===== src/rtl/serial_binadd_if.sv =====
`default_nettype none
// ============================================================================
//  Module      : serial_binadd_if
//  Description : Start/done handshake and operand/result bundle for serial_binadd.
//  Revision    : 1.0  initial release
// ============================================================================
interface serial_binadd_if #(
    parameter int WIDTH = 4
);
    logic             start;
    logic [WIDTH-1:0] s;
    logic [WIDTH-1:0] b;
    logic             busy;
    logic             done;
    logic [WIDTH-1:0] sum;
    logic             cout;

    modport master (
        output start, s, b,
        input  busy, done, sum, cout
    );

    modport slave (
        input  start, s, b,
        output busy, done, sum, cout
    );
endinterface
`default_nettype wire


===== src/rtl/serial_binadd.sv =====
`default_nettype none
// ============================================================================
//  Module      : serial_binadd
//  Description : Bit-serial LSB-first adder; one full-adder slice over WIDTH cycles.
//  Revision    : 1.0  initial release
// ============================================================================
module serial_binadd #(
    parameter int WIDTH = 4
) (
    input  wire logic          clk,
    input  wire logic          rst,
    serial_binadd_if.slave     bus
);
    localparam int         c_CW      = (WIDTH > 2) ? $clog2(WIDTH) : 1;
    localparam logic [1:0] c_ST_IDLE  = 2'd0;
    localparam logic [1:0] c_ST_SHIFT = 2'd1;
    localparam logic [1:0] c_ST_DONE  = 2'd2;

    logic [1:0]       r_state;
    logic [WIDTH-1:0] r_sa;
    logic [WIDTH-1:0] r_sb;
    logic [WIDTH-2:0] r_res;
    logic [c_CW-1:0]  r_count;
    logic             r_carry;
    logic [WIDTH-1:0] r_sum;
    logic             r_cout;

    logic             w_bit;
    logic             w_carry_next;
    logic [WIDTH-1:0] w_shift;
    logic             w_last;

    assign w_bit        = r_sa[0] ^ r_sb[0] ^ r_carry;
    assign w_carry_next = (r_sa[0] & r_sb[0]) | (r_sa[0] & r_carry) | (r_sb[0] & r_carry);
    // New bit enters at the MSB; on the final slice this is the complete sum.
    assign w_shift      = {w_bit, r_res};
    assign w_last       = (r_count == c_CW'(WIDTH - 1));

    always_ff @(posedge clk) begin
        if (rst) begin
            r_state <= c_ST_IDLE;
            r_sa    <= '0;
            r_sb    <= '0;
            r_res   <= '0;
            r_count <= '0;
            r_carry <= 1'b0;
            r_sum   <= '0;
            r_cout  <= 1'b0;
        end else begin
            case (r_state)
                c_ST_IDLE, c_ST_DONE: begin
                    if (bus.start) begin
                        r_sa    <= bus.s;
                        r_sb    <= bus.b;
                        r_carry <= 1'b0;
                        r_count <= '0;
                        r_state <= c_ST_SHIFT;
                    end else begin
                        r_state <= c_ST_IDLE;
                    end
                end
                c_ST_SHIFT: begin
                    r_carry <= w_carry_next;
                    r_res   <= w_shift[WIDTH-1:1];
                    r_sa    <= r_sa >> 1;
                    r_sb    <= r_sb >> 1;
                    r_count <= r_count + c_CW'(1);
                    if (w_last) begin
                        r_sum   <= w_shift;
                        r_cout  <= w_carry_next;
                        r_state <= c_ST_DONE;
                    end
                end
                default: r_state <= c_ST_IDLE;
            endcase
        end
    end

    assign bus.busy = (r_state == c_ST_SHIFT);
    assign bus.done = (r_state == c_ST_DONE);
    assign bus.sum  = r_sum;
    assign bus.cout = r_cout;
endmodule
`default_nettype wire


===== src/flat_wrapper.sv =====
// flat-port wrapper written by rule: the top's interface ports become plain ports
module serial_binadd_flat 
#(
    parameter int WIDTH = 4
)
  (clk, rst, bus_start, bus_s, bus_b, bus_busy, bus_done, bus_sum, bus_cout);
  serial_binadd_if #(.WIDTH(WIDTH)) bus_i ();
  input  wire logic clk;
  input  wire logic rst;
  input wire logic [$bits(bus_i.start)-1:0] bus_start;
  input wire logic [$bits(bus_i.s)-1:0] bus_s;
  input wire logic [$bits(bus_i.b)-1:0] bus_b;
  output wire logic [$bits(bus_i.busy)-1:0] bus_busy;
  output wire logic [$bits(bus_i.done)-1:0] bus_done;
  output wire logic [$bits(bus_i.sum)-1:0] bus_sum;
  output wire logic [$bits(bus_i.cout)-1:0] bus_cout;
  assign bus_i.start = bus_start;
  assign bus_i.s = bus_s;
  assign bus_i.b = bus_b;
  assign bus_busy = bus_i.busy;
  assign bus_done = bus_i.done;
  assign bus_sum = bus_i.sum;
  assign bus_cout = bus_i.cout;
  serial_binadd #(.WIDTH(WIDTH)) u_core (.clk(clk), .rst(rst), .bus(bus_i));
endmodule

===== config.mk =====
export PLATFORM = sky130hd
export DESIGN_NAME = serial_binadd_flat
export DESIGN_NICKNAME = d
export VERILOG_FILES = /design/src/rtl/serial_binadd_if.sv /design/src/rtl/serial_binadd.sv /design/src/flat_wrapper.sv
export SDC_FILE = /design/constraint.sdc
export NUM_CORES = 1
export LEC_CHECK = 0
export CORE_MARGIN = 2
export CORE_UTILIZATION = 40
export CTS_CLUSTER_DIAMETER = 80
export CTS_CLUSTER_SIZE = 16
export DETAILED_ROUTE_END_ITERATION = 12
export PLACE_DENSITY = 0.69
export SYNTH_ARGS = -nofsm -noshare
export SYNTH_HDL_FRONTEND = slang
export SYNTH_SLANG_ARGS = --single-unit

===== constraint.sdc =====
create_clock -name clk -period 1.2 [get_ports clk]
set_clock_uncertainty 0.2 [all_clocks]
set_input_delay 0.24 -clock clk [delete_from_list [all_inputs] [get_ports clk]]
set_output_delay 0.24 -clock clk [all_outputs]
set_load 0.005 [all_outputs]

# --- Yosys cells after proc, flatten, opt, wreduce, memory -nomap -nowiden ---
# Cells that the tools add are included.
# W data, S select, Z words.
classes:
  mux: 11
  bitwise_logic: 7
  addsub: 1
  reduce_logical: 5
  eq_ne: 5
op_table:
  columns: ["op", "n"]
  rows:
  - ["$pmux W4 S2", 2]
  - ["$mux W4", 2]
  - ["$pmux W2 S2", 2]
  - ["$eq A2 B2 Y1 const B", 2]
  - ["$mux W2", 2]
  - ["$reduce_and A2 Y1", 2]
  - ["$and A1 B1 Y1", 3]
  - ["$add A2 B1 Y2 const B", 1]
  - ["$eq A2 B1 Y1 const B", 1]
  - ["$logic_not A2 Y1", 1]
  - ["$mux W1", 2]
  - ["$ne A2 B1 Y1 const B", 1]
  - ["$ne A2 B2 Y1 const B", 1]
  - ["$or A1 B1 Y1", 2]
  - ["$pmux W1 S2", 1]
  - ["$reduce_bool A2 Y1", 1]
  - ["$reduce_or A2 Y1", 1]
  - ["$xor A1 B1 Y1", 2]
totals:
  input_bits: 11
  output_inout_bits: 7
  regBits: 21
  elab_cells: 37

# --- Depth between registers and ports, before layout ---
# Gate-level depths: netlist (run 1).
logic_depth:
  word_depth: 4
  ltp_mapped: 5
  depth_no_buf: 4

# --- Worst setup path before layout (run 1) ---
# OpenSTA, ideal clock, no wires.
synth_timing:
  path_type: "register to register"
  from: "register u_core.r_carry"
  to: "register u_core.r_sum[3] (netlist: u_core.bus.sum[3])"
  required_time_ps: 930
  period_less_slack_ps: 1285
  path_buffers: 0
  slack_ps: -85
  setup_ps: 70
  path_stages_with_launch: 4
  t_arrival_ps: 1014
  path_cell_list: "dfxtp_1 fa_1 nand3_1 a21oi_1"
synth_between:
  elab_chain_len: 1
synth_lines:
  columns: ["element", "line_no", "text"]
  rows:
  - ["start, declared", "serial_binadd.sv:24", "logic r_carry;"]
  - ["start signal, assigned", "serial_binadd.sv:63", "r_carry <= w_carry_next;"]
  - ["$xor A1 B1 Y1", "serial_binadd.sv:33", "assign w_bit = r_sa[0] ^ r_sb[0] ^ r_carry;"]
  - ["net u_core.w_bit", "serial_binadd.sv:28", "logic w_bit;"]
  - ["end signal, assigned", "serial_binadd.sv:69", "r_sum <= w_shift;"]
  - ["end, declared", "serial_binadd.sv:25", "logic [WIDTH-1:0] r_sum;"]
# The timed path passes the listed nets, and every way through them passes these cells.
# A chain may end at the register's enable or synchronous reset.

# --- Worst setup path in the final report (run 1) ---
layout_timing:
  from: "register u_core.r_state[1]"
  to: "output bus_busy"
layout_between:
  elab_chain_len: 1
layout_lines:
  columns: ["element", "line_no", "text"]
  rows:
  - ["start, declared", "serial_binadd.sv:19", "logic [1:0] r_state;"]
  - ["start signal, assigned", "serial_binadd.sv:41", "r_state <= c_ST_IDLE;"]
  - ["start signal, assigned", "serial_binadd.sv:57", "r_state <= c_ST_SHIFT;"]
  - ["start signal, assigned", "serial_binadd.sv:59", "r_state <= c_ST_IDLE;"]
  - ["$eq A2 B1 Y1", "serial_binadd.sv:79", "assign bus.busy = (r_state == c_ST_SHIFT);"]
  - ["end, declared", "flat_wrapper.sv:13", "output wire logic [$bits(bus_i.busy)-1:0] bus_busy;"]
# Every way passes these cells.

==> flow_metrics.py, run 1 <==
metrics = {
    "setup_path": {
        "arrival_ps": 1050,
        "slowest_delay_ps": 350,
        "critPathRequiredTime_ps": 760,
        "startpoint_type": "flip-flop",
        "cp_top_family": "flip-flops",
        "crit_fanout": 3,
        "slowest_stage": "dfxtp_2",
        "cp-end-kind": "primary output",
        "crit_type": "flip-flop to primary output",
        "path_cells": "buf_6, nand2b_4, inv_4, buf_6",
        "cp_num_buf_inv": 3,
        "critPathMostFrequentCell": "buf_6",
    },
    "synth": {
        "netlist_area_sq_um": 848,
        "synth_cells": 102,
        "synthTopCellsByArea": "dfxtp_1 50%, nand2_1 12%, a21oi_1 7.7%, a311oi_1 6.2%, nand3_1 5.9%",
        "synth_most_common_cell": "nand2_1",
        "synth.distinct_cells": 18,
        "syn_nets": 115,
        "ys_ff_latch": 21,
        "ys_seq_area_share_pct": 49.6,
        "synth_edf_count": 0,
        "synth.top_cells.by_count": "27 x nand2_1, 21 x dfxtp_1, 13 x a21oi_1, 10 x nand3_1, 8 x nor2_1",
        "ys.flop_type": "dfxtp_1",
        "synth_area_per_cell_sq_um": 8.32,
        "synth_top_area_share_pct": 49.6,
        "async_flop_share_pct": 0,
        "synth_top_cell_by_area": "dfxtp_1",
        "yosysWarningCount": 0,
    },
    "placement": {
        "dp_hpwl_um": 1120,
        "portBuffers": 17,
        "place_ws_ps": -449,
        "gp_congestion": 0.728,
    },
    "timing": {
        "finalSetupViolCount": 22,
        "fmax_mhz": 670,
        "slew_violations": 0,
        "period_share_pct": 124,
        "min_period_ps": 1490,
        "relSlewSlack_pct": 84.2,
        "rsz0062_at_grt": "true",
        "setup_ws_ps": -293,
        "hold_viol_final": 0,
        "tightest_slew_ps": 237,
    },
    "clock_network": {
        "clk_pin_slew_ps": 110,
        "root_buffer": "clkbuf_4",
        "htreeDepth": 1,
        "cts_made_buffers": 3,
        "clock_path_buffers": 2,
        "clk_latency_ps": 300,
        "cts_hold_buf": 0,
        "cts.sinks": 21,
        "cts_tree": "built",
    },
    "power_and_ir_drop": {
        "ir_worst_vdd_mv": 0.597,
        "seqPwrFrac_pct": 55.1,
        "p_clk_share_pct": 24.7,
        "leakage_nw": 0.506,
        "finalPower_mw": 1.37,
        "power_density_nw_per_um2": 1060,
        "p_comb_share_pct": 20.2,
        "switching_power_mw": 0.364,
        "intPower_mw": 1.00,
        "switching_share_pct": 26.6,
    },
    "outcome": {
        "status": "finished with violations",
        "violations": "negative setup slack",
    },
    "route": {
        "highest_layer": "met4",
        "avgRoutedWirePerCell_um": 11.7,
        "wl_met2_um": 984,
        "vias": 811,
        "first_pass_iters": 4,
        "first_iter_violations": 15,
        "routed_wl_um": 1860,
        "viasPerCell": 5.13,
        "drt-met1-wl_um": 789,
        "ant_nets": 0,
        "wl_met3_um": 69,
        "drc_errors": 0,
    },
    "finish": {
        "nets": 145,
        "area_delta_synth_final_pct": 52.1,
        "fill_cells": 171,
        "n_antenna_cell": 0,
        "drive_gt1_share_pct": 45.8,
    },
    "grt": {
        "grtUsageTotal_pct": 14.8,
        "grt_max_degree": 22,
        "overflow": 0,
        "grt_pass1_wl_um": 2820,
        "antenna_found_initial": 0,
        "grt_pass1_vias": 662,
    },
    "min_path": {
        "hold_path.class": "flip-flop to flip-flop",
    },
    "die": {
        "coreArea_sq_um": 1980,
        "die_h_um": 50.1,
        "die_w_um": 50.1,
        "rows": 16,
        "start_util_pct": 42.8,
        "die_area_sq_um": 2510,
        "io_pins": 18,
    },
    "run": {
        "drv_cap": 0,
    },
}
## cell families (layout without fill, tap and decap cells)
group / after synthesis / after routing / synth area share [%]
AND/OR/NAND/NOR: 51 / 51 / 26.3
buffers and inverters: 8 / 37 / 5.60
flip-flops: 21 / 21 / 49.6
AO/OA/AOI/OAI: 20 / 20 / 14.7
adder cells (fa/ha/maj): 2 / 2 / 3.83
## per-layer routing
metal  GRT usage [%]  vias up
met3            2.73        2
met4            8.33        0
li1                -      402
met2            26.1       16
met5               0        -
met1            16.4      391
## stage by stage
stage	hold slack (ps)	cell area (sq um)	cells	utilization (%)	TNS (ps)
after floorplan	112	852	102	-	-136
after global placement	242	1080	146	54.4	-5060
after detailed placement	247	1080	146	54.4	-5390
after CTS	260	1140	152	57.8	-2960
after global routing	277	1290	158	65.1	-5100
final	259	1290	158	65.1	-3600
## cell type report
| cell class | count | area [sq um] | share of cell area (%) |
|---|---|---|---|
| sequential | 21 | 432 | 33.5 |
| tap | 27 | 33.8 | 2.62 |
| clock inverter | 1 | 5.00 | 0.388 |
| multi-input combinational | 73 | 489 | 37.9 |
| inverter | 1 | 6.26 | 0.485 |
| timing repair buffer | 32 | 302 | 23.4 |
| clock buffer | 3 | 22.5 | 1.75 |
## worst paths after layout
path	from	endpoint	slack [ps]	depth (start not counted)
setup / recovery	u_core.r_state[1]	bus_busy	-290	4
hold reg to reg	u_core.bus.sum[2]	u_core.bus.sum[2]	260	2
hold / removal	u_core.bus.sum[2]	u_core.bus.sum[2]	260	2
setup reg to reg	u_core.r_state[1]	u_core.r_sb[2]	-220	6
## cell usage in the layout, fill, tap and decap left out, types with 2 or more instances in the layout
cell,instances
nand2_2,7
nand3_2,2
a311oi_2,2
buf_4,7
dfxtp_1,12
nand3_1,7
a21oi_1,6
dfxtp_2,9
a21oi_2,7
nand2_1,19
clkdlybuf4s50_1,10
nor2_1,8
buf_2,6
buf_12,2
clkbuf_4,3
buf_6,7
nand2b_4,2
a311oi_1,4
## worst register-to-register path, delay by kind of cell (launching register included)
| family | cells | cell delay, ps |
|---|---|---|
| and+or+nand+nor | 2 | 190 |
| buffers and inverters | 3 | 370 |
| AOI/OAI and AO/OA | 1 | 230 |
| DFF | 1 | 360 |
## sequential cells by signal, indices dropped and copies added, names as in the netlist
register,flops
u_core.bus.sum,4
u_core.r_state,2
u_core.r_sa,4
u_core.bus.cout,1
u_core.r_res,3
u_core.r_sb,4
u_core.r_count,2
u_core.r_carry,1
## timing repair
item,4_1_cts,5_1_grt
endpoints found under the setup margin,27,28
gates resized for setup,49,25
cloned,0,1
pin swaps,14,7
setup buffers,3,5
## power groups by stage
stage / sequential [mW] / combinational [mW] / clock [mW]
after floorplan: 0.764 / 0.116 / 0
after global placement: 0.766 / 0.185 / 0
after detailed placement: 0.769 / 0.187 / 0
after CTS: 0.753 / 0.213 / 0.352
after global routing: 0.759 / 0.299 / 0.387
final: 0.754 / 0.276 / 0.339
No activity file was read; power rests on OpenSTA's default activity.
==> inputs of run 2 (changes only) <==
Settings changed: SKIP_LAST_GASP from default to 1.
==> run 2 against run 1 <==
The run still ends with negative setup slack left. Maximum frequency hardly changed. Cell area down 0.29%. Via count shrank 1.4%. Register-to-register slack is essentially flat. Sequential cell count stayed put. Wire length is 0.22% higher. Worst setup slack improved by 0.70 ps. Die area stayed put. Global-route usage stayed put. Count of clock-buffer cells in the layout unchanged. Worst hold slack improved by 0.61 ps. Critical path depth stayed put. Largest cell class unchanged.
==> flow_metrics.py, run 2 (synthesis gave the netlist of run 1 again) <==
metrics = {
    "placement": {
        "dp_hpwl_um": 1120,
        "gp_congestion": 0.728,
        "place_inst": 146,
        "portBuffers": 17,
    },
    "timing": {
        "slew_violations": 0,
        "setup_ws_ps": -292,
        "period_share_pct": 124,
        "hold_viol_final": 0,
        "rsz0062_at_grt": "true",
        "tightest_slew_ps": 236,
        "fmax_mhz": 670,
        "finalSetupViolCount": 22,
        "min_period_ps": 1490,
        "relSlewSlack_pct": 84.3,
        "tns_ps": -3580,
    },
    "setup_path": {
        "ff2ff_path_depth": 6,
        "crit_type": "flip-flop to primary output",
        "crit_fanout": 3,
        "critPathRequiredTime_ps": 760,
        "startpoint_type": "flip-flop",
        "cp-end-kind": "primary output",
        "arrival_ps": 1050,
    },
    "finish": {
        "drive_gt1_share_pct": 45.0,
        "fin_cells": 158,
        "layout_common_cells": "19 x nand2_1, 12 x dfxtp_1, 10 x clkdlybuf4s50_1",
        "n_antenna_cell": 0,
        "mostFrequentLayoutCell": "nand2_1",
        "nets": 145,
        "fill_cells": 172,
        "area_delta_synth_final_pct": 51.6,
    },
    "power_and_ir_drop": {
        "seqPwrFrac_pct": 55.1,
        "p_comb_share_pct": 20.0,
        "leakage_nw": 0.506,
        "switching_power_mw": 0.364,
        "power_density_nw_per_um2": 1060,
        "p_clk_share_pct": 24.8,
        "intPower_mw": 1.00,
        "switching_share_pct": 26.6,
        "ir_worst_vdd_mv": 0.596,
    },
    "route": {
        "first_iter_violations": 18,
        "ant_nets": 0,
        "drc_errors": 0,
        "avgRoutedWirePerCell_um": 11.8,
        "viasPerCell": 5.06,
        "vias": 800,
        "routed_wl_um": 1860,
        "first_pass_iters": 4,
    },
    "clock_network": {
        "clock_path_buffers": 2,
        "clk_latency_ps": 300,
        "cts_made_buffers": 3,
        "root_buffer": "clkbuf_4",
        "cts_hold_buf": 0,
        "clk_pin_slew_ps": 120,
        "htreeDepth": 1,
        "cts.sinks": 21,
        "cts_tree": "built",
    },
    "grt": {
        "overflow": 0,
        "antenna_found_initial": 0,
        "grt_pass1_vias": 662,
        "grt_max_degree": 22,
        "grt_pass1_wl_um": 2820,
        "grtUsageTotal_pct": 14.8,
    },
    "outcome": {
        "status": "finished with violations",
        "violations": "negative setup slack",
    },
    "die": {
        "coreArea_sq_um": 1980,
        "die_w_um": 50.1,
        "io_pins": 18,
        "rows": 16,
        "die_area_sq_um": 2510,
        "die_h_um": 50.1,
        "start_util_pct": 42.8,
    },
    "min_path": {
        "hold_path.class": "flip-flop to flip-flop",
        "min_path_cells": 2,
    },
    "run": {
        "drv_cap": 0,
    },
}
## run 2: power by group through the flow
stage	combinational, mW	clock (mW)	sequential [mW]
after global placement	0.185	0	0.766
after global routing	0.298	0.387	0.759
after floorplan	0.116	0	0.764
final	0.274	0.339	0.754
after detailed placement	0.187	0	0.769
after CTS	0.213	0.352	0.753
## run 2: path summary, 6_finish.rpt
| check | start | endpoint | slack, ps |
|---|---|---|---|
| hold reg to reg | u_core.bus.sum[2] | u_core.bus.sum[2] | 260 |
| setup / recovery | u_core.r_state[1] | bus_busy | -290 |
| setup reg to reg | u_core.r_state[1] | u_core.r_sb[2] | -220 |
| hold / removal | u_core.bus.sum[2] | u_core.bus.sum[2] | 260 |
## run 2: repair_timing
action	4_1_cts	5_1_grt
pin swaps	14	7
buffers inserted	3	5
setup endpoints to repair	27	28
gates cloned	0	1
gates resized for setup	49	24
## run 2: metrics by stage
| step | setup slack, ps | cell area, sq um | power [mW] | hold WS, ps | utilization (%) |
|---|---|---|---|---|---|
| floorplan | -79.4 | 852 | 0.880 | 112 | - |
| global placement | -420 | 1080 | 0.951 | 242 | 54.4 |
| detailed placement | -449 | 1080 | 0.956 | 247 | 54.4 |
| CTS | -276 | 1140 | 1.32 | 260 | 57.8 |
| global route | -341 | 1290 | 1.44 | 277 | 64.9 |
| finish | -292 | 1290 | 1.37 | 260 | 64.9 |
## run 2: metal layers
metal,GRT usage (%),vias up,routed length [um]
met5,0,-,0
met4,8.33,0,12
met3,2.73,2,68
met2,26.1,14,971
met1,16.4,383,807
li1,-,401,-
## run 2: cell type report
type	count	area, sq um	share of cell area [%]
multi-input combinational	73	485	37.7
inverter	1	6.26	0.486
tap	27	33.8	2.63
sequential	21	432	33.6
timing repair buffer	32	302	23.4
clock inverter	1	5.00	0.389
clock buffer	3	22.5	1.75
## run 2: critical path, stage by stage (launching register included)
cell and delay, ps:
dfxtp_2 350, buf_6 110, nand2b_4 150, inv_4 70
buf_6 90
